===== config.mk =====
export PLATFORM = sky130hd
export DESIGN_NAME = snes_joy_serializer_flat
export DESIGN_NICKNAME = d
export VERILOG_FILES = /design/src/rtl/snes_joy_serializer_pkg.sv /design/src/rtl/snes_joy_serializer_if.sv /design/src/rtl/snes_joy_serializer_channel.sv /design/src/rtl/snes_joy_serializer.sv /design/src/flat_wrapper.sv
export SDC_FILE = /design/constraint.sdc
export NUM_CORES = 1
export LEC_CHECK = 0
export BUFFER_PORTS_ARGS = -buffer_cell sky130_fd_sc_hd__buf_4
export CAP_MARGIN = 20
export CORE_MARGIN = 2
export CORE_UTILIZATION = 35
export CTS_CLUSTER_DIAMETER = 50
export DETAILED_ROUTE_END_ITERATION = 8
export SYNTH_ARGS = -nofsm -noshare
export SYNTH_HDL_FRONTEND = slang
export SYNTH_SLANG_ARGS = --single-unit

===== constraint.sdc =====
create_clock -name clk -period 1.4 [get_ports clk]
set_input_delay 0.28 -clock clk [delete_from_list [all_inputs] [get_ports clk]]
set_output_delay 0.28 -clock clk [all_outputs]
set_load 0.02 [all_outputs]

===== src/rtl/snes_joy_serializer_pkg.sv =====
// Shared constants for the SNES pad serializer.
// Button bit positions and the idle (nothing pressed) pad word.
package snes_joy_pkg;
   localparam int unsigned C_BTN_B      = 0;
   localparam int unsigned C_BTN_Y      = 1;
   localparam int unsigned C_BTN_SELECT = 2;
   localparam int unsigned C_BTN_START  = 3;
   localparam int unsigned C_BTN_UP     = 4;
   localparam int unsigned C_BTN_DOWN   = 5;
   localparam int unsigned C_BTN_LEFT   = 6;
   localparam int unsigned C_BTN_RIGHT  = 7;
   localparam int unsigned C_BTN_A      = 8;
   localparam int unsigned C_BTN_X      = 9;
   localparam int unsigned C_BTN_L      = 10;
   localparam int unsigned C_BTN_R      = 11;
   localparam logic [15:0] C_SNES_JOY_IDLE = 16'hFFFF;
endpackage


===== src/rtl/snes_joy_serializer_if.sv =====
// Controller-port bus between main and the serializer.
// master = main (strobe/clock), slave = pad emulation (data/done).
interface snes_joy_serializer_if
   import snes_joy_pkg::*;
   #(parameter int C_players = 2);
   logic                 joy_strb;
   logic [C_players-1:0] joy_clk;
   logic [C_players-1:0] joy_di;
   logic [C_players-1:0] done;
   modport master (output joy_strb, output joy_clk,
                   input  joy_di,   input  done);
   modport slave  (input  joy_strb, input  joy_clk,
                   output joy_di,   output done);
endinterface


===== src/rtl/snes_joy_serializer_channel.sv =====
// One controller port: latch, rising-edge shift, saturating
// bit counter and done flag.
module snes_joy_channel
   import snes_joy_pkg::*;
   #(parameter int   C_bits = 16,
     parameter logic C_fill = 1'b0)
   (input  logic              clk,
    input  logic              reset,
    input  logic [C_bits-1:0] eff_i,
    input  logic              strb_i,
    input  logic              joy_clk_i,
    output logic              joy_di_o,
    output logic              done_o);

   localparam int CW = $clog2(C_bits + 1);

   logic [C_bits-1:0] shift_q, shift_d;
   logic [CW-1:0]     cnt_q, cnt_d;
   logic              clk_last_q;

   // Next state: strobe latches and wins over any edge.
   always_comb begin
      shift_d = shift_q;
      cnt_d   = cnt_q;
      if (strb_i) begin
         shift_d = eff_i;
         cnt_d   = '0;
      end else if (joy_clk_i && !clk_last_q) begin
         shift_d = {C_fill, shift_q[C_bits-1:1]};
         if (cnt_q != CW'(C_bits))
            cnt_d = cnt_q + 1'b1;
      end
   end

   // State registers; clk_last starts high so release gives no edge.
   always_ff @(posedge clk) begin
      if (reset) begin
         shift_q    <= '1;
         cnt_q      <= CW'(C_bits);
         clk_last_q <= 1'b1;
      end else begin
         shift_q    <= shift_d;
         cnt_q      <= cnt_d;
         clk_last_q <= joy_clk_i;
      end
   end

   assign joy_di_o = shift_q[0];
   assign done_o   = (cnt_q == CW'(C_bits));
endmodule


===== src/rtl/snes_joy_serializer.sv =====
// SNES controller-port emulation for C_players pads.
// Optional autofire divider enabled by macro JOY_TURBO_EN.
module snes_joy_serializer
   import snes_joy_pkg::*;
   #(parameter int   C_players   = 2,
     parameter int   C_bits      = 16,
     parameter logic C_fill      = 1'b0,
     parameter int   C_turbo_div = 357955)
   (input  logic                          clk,
    input  logic                          reset,
    input  logic [C_players*C_bits-1:0]   buttons_n,
    input  logic [C_players*C_bits-1:0]   turbo_mask,
    snes_joy_serializer_if.slave          joy);

   logic [C_players*C_bits-1:0] eff;

`ifdef JOY_TURBO_EN
   localparam int TW = (C_turbo_div > 1) ? $clog2(C_turbo_div) : 1;

   logic [TW-1:0] tcnt_q, tcnt_d;
   logic          phase_q, phase_d;

   // Free-running divider; phase flips each time it wraps.
   always_comb begin
      tcnt_d  = tcnt_q + 1'b1;
      phase_d = phase_q;
      if (tcnt_q == TW'(C_turbo_div - 1)) begin
         tcnt_d  = '0;
         phase_d = ~phase_q;
      end
   end

   // Divider registers.
   always_ff @(posedge clk) begin
      if (reset) begin
         tcnt_q  <= '0;
         phase_q <= 1'b0;
      end else begin
         tcnt_q  <= tcnt_d;
         phase_q <= phase_d;
      end
   end

   assign eff = buttons_n
              | (turbo_mask & {(C_players*C_bits){phase_q}});
`else
   logic unused_turbo;
   assign unused_turbo = ^turbo_mask;
   assign eff = buttons_n;
`endif

   for (genvar p = 0; p < C_players; p++) begin : g_ch
      snes_joy_channel #(
         .C_bits (C_bits),
         .C_fill (C_fill)
      ) u_ch (
         .clk       (clk),
         .reset     (reset),
         .eff_i     (eff[p*C_bits +: C_bits]),
         .strb_i    (joy.joy_strb),
         .joy_clk_i (joy.joy_clk[p]),
         .joy_di_o  (joy.joy_di[p]),
         .done_o    (joy.done[p])
      );
   end
endmodule


===== src/flat_wrapper.sv =====
// flat-port wrapper written by rule: the top's interface ports become plain ports
module snes_joy_serializer_flat import snes_joy_pkg::*;
#(parameter int   C_players   = 2,
     parameter int   C_bits      = 16,
     parameter logic C_fill      = 1'b0,
     parameter int   C_turbo_div = 357955)
  (clk, reset, buttons_n, turbo_mask, joy_joy_strb, joy_joy_clk, joy_joy_di, joy_done);
  snes_joy_serializer_if #(.C_players(C_players)) joy_i ();
  input  logic clk;
  input  logic reset;
  input  logic [C_players*C_bits-1:0] buttons_n;
  input  logic [C_players*C_bits-1:0] turbo_mask;
  input wire logic [$bits(joy_i.joy_strb)-1:0] joy_joy_strb;
  input wire logic [$bits(joy_i.joy_clk)-1:0] joy_joy_clk;
  output wire logic [$bits(joy_i.joy_di)-1:0] joy_joy_di;
  output wire logic [$bits(joy_i.done)-1:0] joy_done;
  assign joy_i.joy_strb = joy_joy_strb;
  assign joy_i.joy_clk = joy_joy_clk;
  assign joy_joy_di = joy_i.joy_di;
  assign joy_done = joy_i.done;
  snes_joy_serializer #(.C_players(C_players), .C_bits(C_bits), .C_fill(C_fill), .C_turbo_div(C_turbo_div)) u_core (.clk(clk), .reset(reset), .buttons_n(buttons_n), .turbo_mask(turbo_mask), .joy(joy_i));
endmodule

==> Yosys cells after proc, flatten, opt, wreduce, memory -nomap -nowiden <==
Index checks and enable logic that the tools add are counted.
{ "classes": {"add_sub_neg": 2, "eq_ne": 4, "mux": 10, "n_reduce_logical": 13} }
{ "op_table": {"columns": ["op", "n"], "rows": [
  ["16-bit two-way mux", 4],
  ["5-bit two-way mux", 6],
  ["5-bit by 1-bit adder with 5-bit output (second input constant)", 2],
  ["5-bit equality test (second input constant)", 2],
  ["5-bit != test (second input constant)", 2],
  ["2-bit AND reduction", 4],
  ["2-bit nonzero test", 4],
  ["1-bit logical AND", 2],
  ["1-bit zero test", 2],
  ["2-bit OR reduction", 1]
]} }
{ "totals": {"register_bits": 44, "in_bits": 69} }

==> Logic depth before layout (Yosys ltp) <==
{ "logic_depth": {"ltp_word": 4, "mapped_depth": 5} }

==> Hierarchy <==
A second synthesis with hierarchy kept.
{ "unflattened": {"hier_cells": 214, "area_unflattened_um2": 2117.0} }
{ "by_module_without_submodules": {"columns": ["module", "instances", "cells_per_inst", "area_each_um2", "seq_area_each_um2"], "rows": [
  ["snes_joy_channel", 2, 107, 1058.5, 440.4]
]} }

==> Least setup slack after synthesis <==
OpenSTA, ideal clock, no wires.
{ "synth_timing": {"path_kind": "flip-flop to flip-flop", "start": "register u_core.g_ch[1].u_ch.cnt_q[0]", "end": "register u_core.g_ch[1].u_ch.cnt_q[2]", "setup_ns": 0.070, "arrival_ns": 1.315, "required_time_ns": 1.330, "slack_ns": 0.015, "stages_incl_launch_ff": 6, "n_path_buf": 0, "period_less_slack_ns": 1.385, "path_cell_list": "dfxtp_1 inv_1 ha_1 nor4bb_4 or4_1 a21oi_1"} }
{ "synth_via": {"elab_chain_cells": 2, "word_cells_on_any_way": 3} }
{ "synth_rtl": {"columns": ["item", "line_no", "rtl"], "rows": [
  ["from (decl)", "snes_joy_serializer_channel.sv:18", "logic [CW-1:0] cnt_q, cnt_d;"],
  ["from (signal assigned)", "snes_joy_serializer_channel.sv:39", "cnt_q <= CW'(C_bits);"],
  ["from (signal assigned)", "snes_joy_serializer_channel.sv:43", "cnt_q <= cnt_d;"],
  ["branches (longest 2 deep; another with 5-bit by 1-bit adder with 5-bit output)", null, null]
]} }
Several ways; the timed one is not identified.
A chain may end at the register's enable or synchronous reset.

==> Worst setup path in the final report <==
{ "layout_timing": {"start": "register u_core.g_ch[0].u_ch.cnt_q[1]", "end": "output port joy_done[0]"} }
{ "layout_via": {"elab_chain_cells": 1} }
{ "layout_rtl": {"columns": ["item", "line_no", "rtl"], "rows": [
  ["from (decl)", "snes_joy_serializer_channel.sv:18", null],
  ["from (signal assigned)", "snes_joy_serializer_channel.sv:39", null],
  ["from (signal assigned)", "snes_joy_serializer_channel.sv:43", null],
  ["5-bit equality test", "snes_joy_serializer_channel.sv:49", "assign done_o = (cnt_q == CW'(C_bits));"],
  ["to (decl)", "flat_wrapper.sv:16", "output wire logic [$bits(joy_i.done)-1:0] joy_done;"]
]} }
Every way passes these cells.

==> qor.tcl <==
set qor(outcome) {complete, but fails checks}
set qor(failed_checks) {negative setup slack}
set qor(hold_path_class) {in -> reg}
set qor(globalRoute.totalOverflow) 0
set qor(finish.net_count) 340
set qor(max_vdd_drop_v) 0.000363
set qor(placement_rows) 28
set qor(crit_path_max_fanout) 6
set qor(finalHoldWorstSlack_ns) 0.181
set qor(layout.core_utilization_pct) 46.5
set qor(timing.critical_path.from_type) {flip-flop}
set qor(final_layout_size_suffix_gt1_share_pct) 32.1
set qor(via_count) 1703
set qor(netlist_area_um2) 2150
set qor(finalCritPeriodShare_pct) 106
set qor(count_of_input_and_output_buffers) 40
set qor(synthesis.nets) 292
set qor(totalPowerFinal_mw) 2.60
set qor(post_drt_via_cell_ratio) 4.97
set qor(io_pins) 73
set qor(timing_hold_violations_final) 0
set qor(synth.avg_cell_area_um2) 9.84
set qor(post_detailed_placement_half_perimeter_wirelength_mm) 3.09
set qor(pin_count_of_the_biggest_net_entering_global_routing) 28
set qor(initial_core_util_pct) 36.4
set qor(maxSlewViolCount) 0
set qor(clock_sink_count) 44
set qor(cts.root.buffer_cell) {clkbuf_8}
set qor(setup_viol) 3
set qor(worst_slew_margin_rel_pct) 80.2
set qor(final_area_um2) 2760
set qor(fp.dieH_um) 82.5
set qor(cts.reportedPaths.clkPinSlew_ns) 0.09
set qor(floorplan.core_area_um2) 5920
set qor(grt_pass1_wl_mm) 6.82
set qor(flow.area_growth_from_synthesis_pct) 27.9
set qor(final_critical_path_setup_slack_ns) -0.0887
set qor(number_of_h_tree_branching_levels) 2
set qor(fin_tns_setup_ns) -0.221
set qor(worst-endpoint-arrival_ns) 1.21
set qor(detail_route.first_pass.iterations) 4
set qor(rsz0062_at_grt) {yes}
set qor(cap_viol_max_count) 0
set qor(placed_cell_area_um2) 2620
set qor(final_antenna_net_count) 0
set qor(synth_cells) 219
set qor(route.detailed.drc) 0
set qor(clockBufferDepth) 2
set qor(clock_skew_ns) 0.00809
set qor(clock_insertion_delay_worst_skew_ns) 0.29
set qor(number_of_synthesized_register_bits) 44
set qor(gp_congestion) 0.679
set qor(critical_path_buf_inv_count) 2
set qor(cts_inserted_buffers) 5
set qor(worstPathCellList) {inv_2 > ha_4 > and4bb_4 > buf_6}
set qor(grt_antenna_before_repair) 0
set qor(cts_tree) {built}
set qor(drtIter0Drc) 60
set qor(first_global_vias) 1568
set qor(cpMaxStageDelayCell) {dfxtp_2}
set qor(worst-setup-path-type) {reg -> out}
set qor(drt_wl_total_mm) 4.26
set qor(grt_use_total_pct) 13.1
set qor(antenna_cells) 0
set qor(required_ns) 1.12
set qor(pre_cts_slack_ns) 0.00789
set qor(dp_cells) 334
set qor(fp.dieW_um) 82.5
set qor(fp.dieArea_um2) 6800
set qor(synth-warning-count) 0
set qor(synth.lib_cells_used.distinct) 31
set qor(critPathMaxStageDelay_ns) 0.33
set qor(final.min_clock_period_ns) 1.49
set qor(power-per-cell-area_nw_per_um2) 943
set qor(synth_sequential_area_ratio_pct) 40.9
set qor(endpoint_kind) {output port}
set qor(standby_leakage_power_nw) 1.32
set qor(worst_slew_pin_slew_ns) 0.297
set qor(layoutNonFillerInstCount) 343
set qor(worst_path_dominant_cell_family) {flip-flops}
set qor(achievable-frequency_mhz) 672
set qor(cts_hold_buf) 0
set qor(wl_per_cell_um) 12.4
## final timing paths
kind	start	end	slack (ns)	cells past startpoint
setup reg to reg	u_core.g_ch[1].u_ch.cnt_q[1]	u_core.g_ch[1].u_ch.cnt_q[2]	-0.06	6
hold / removal	buttons_n[23]	u_core.g_ch[1].u_ch.shift_q[7]	0.18	2
hold reg to reg	u_core.g_ch[0].u_ch.shift_q[15]	u_core.g_ch[0].u_ch.shift_q[15]	0.47	2
setup / recovery	u_core.g_ch[0].u_ch.cnt_q[1]	joy_done[0]	-0.09	4
## repair_timing
action | CTS | global route
resized for setup | 5 | 8
buffers inserted | 1 | 0
endpoints found under the setup margin | 3 | 5
pin swaps | 1 | 2
## registers in the layout (all words and copies together) (netlist names)
name,cells
u_core.g_ch.u_ch.shift_q,32
u_core.g_ch.u_ch.clk_last_q,2
u_core.g_ch.u_ch.cnt_q,10
## logic make-up after synthesis
| kind of cell | Yosys count | synth area share [%] |
|---|---|---|
| AND/OR/NAND/NOR | 64 | 18.8 |
| AO/OA/AOI/OAI | 52 | 18.4 |
| flip-flops | 44 | 40.9 |
| multiplexers | 28 | 13.0 |
| buffers and inverters | 27 | 6.62 |
| adder cells (fa/ha/maj) | 4 | 2.32 |
## cell type report
class                      count  area, µm²
sequential                    44        886
tap                           75       93.8
fill                         573       3170
inverter                       6       22.5
clock inverter                 3       21.3
clock buffer                   5       68.8
timing repair buffer          62        507
multi-input combinational    148       1160
## layout by cell type (no fill, tap or decap)
master	instances
a2111o_1	2
a211o_1	28
a21oi_1	9
a311o_1	1
a31o_1	1
and3_1	2
and4bb_4	1
buf_12	3
buf_4	58
buf_6	1
clkbuf_8	5
clkinv_2	1
clkinvlp_4	1
dfxtp_1	40
dfxtp_2	4
ha_1	2
ha_4	2
inv_1	1
inv_2	5
inv_6	1
mux2i_1	28
nand2_1	8
nand2b_1	32
nand3_1	2
nand3b_1	3
nor2_1	3
nor2b_1	1
nor4_1	2
nor4bb_4	1
o211ai_1	2
o21ai_0	7
o31ai_1	2
or2_2	3
or3_1	5
or4_1	1
## Yosys cell counts
library cell / instances / area [µm²]
nor2b_1: 1 / 6.26
and4bb_4: 1 / 16.3
a2111o_1: 2 / 22.5
inv_2: 1 / 3.75
clkbuf_1: 6 / 22.5
a211o_1: 28 / 245
nand3b_1: 3 / 22.5
and3_1: 2 / 12.5
or2_2: 3 / 18.8
mux2i_1: 28 / 280
buf_6: 1 / 11.3
a31o_1: 1 / 8.76
buf_4: 7 / 52.6
ha_1: 4 / 50.1
nand2b_1: 32 / 200
o211ai_1: 2 / 15.0
inv_1: 5 / 18.8
buf_2: 6 / 30.0
nand2_1: 8 / 30.0
nand3_1: 2 / 10.0
nor2_1: 3 / 11.3
or3_1: 5 / 31.3
or4_1: 1 / 7.51
o21ai_0: 7 / 35.0
buf_1: 1 / 3.75
nor4_1: 2 / 12.5
a21oi_1: 9 / 45.0
dfxtp_1: 44 / 881
nor4bb_4: 1 / 25.0
a311o_1: 1 / 10.0
o31ai_1: 2 / 15.0
## power by group
group / internal (mW) / switching, mW
Clock: 0.354 / 0.454
Sequential: 1.33 / 0.0230
Combinational: 0.249 / 0.186
## routing by layer
layer,wire length (µm),GRT usage (%),vias to the layer above
met5,0,0,-
met4,34,4.50,0
met3,143,3.80,2
met2,2050,21.4,30
met1,2030,16.5,789
li1,-,-,882
Note: power is estimated with default switching activity, not from simulation.
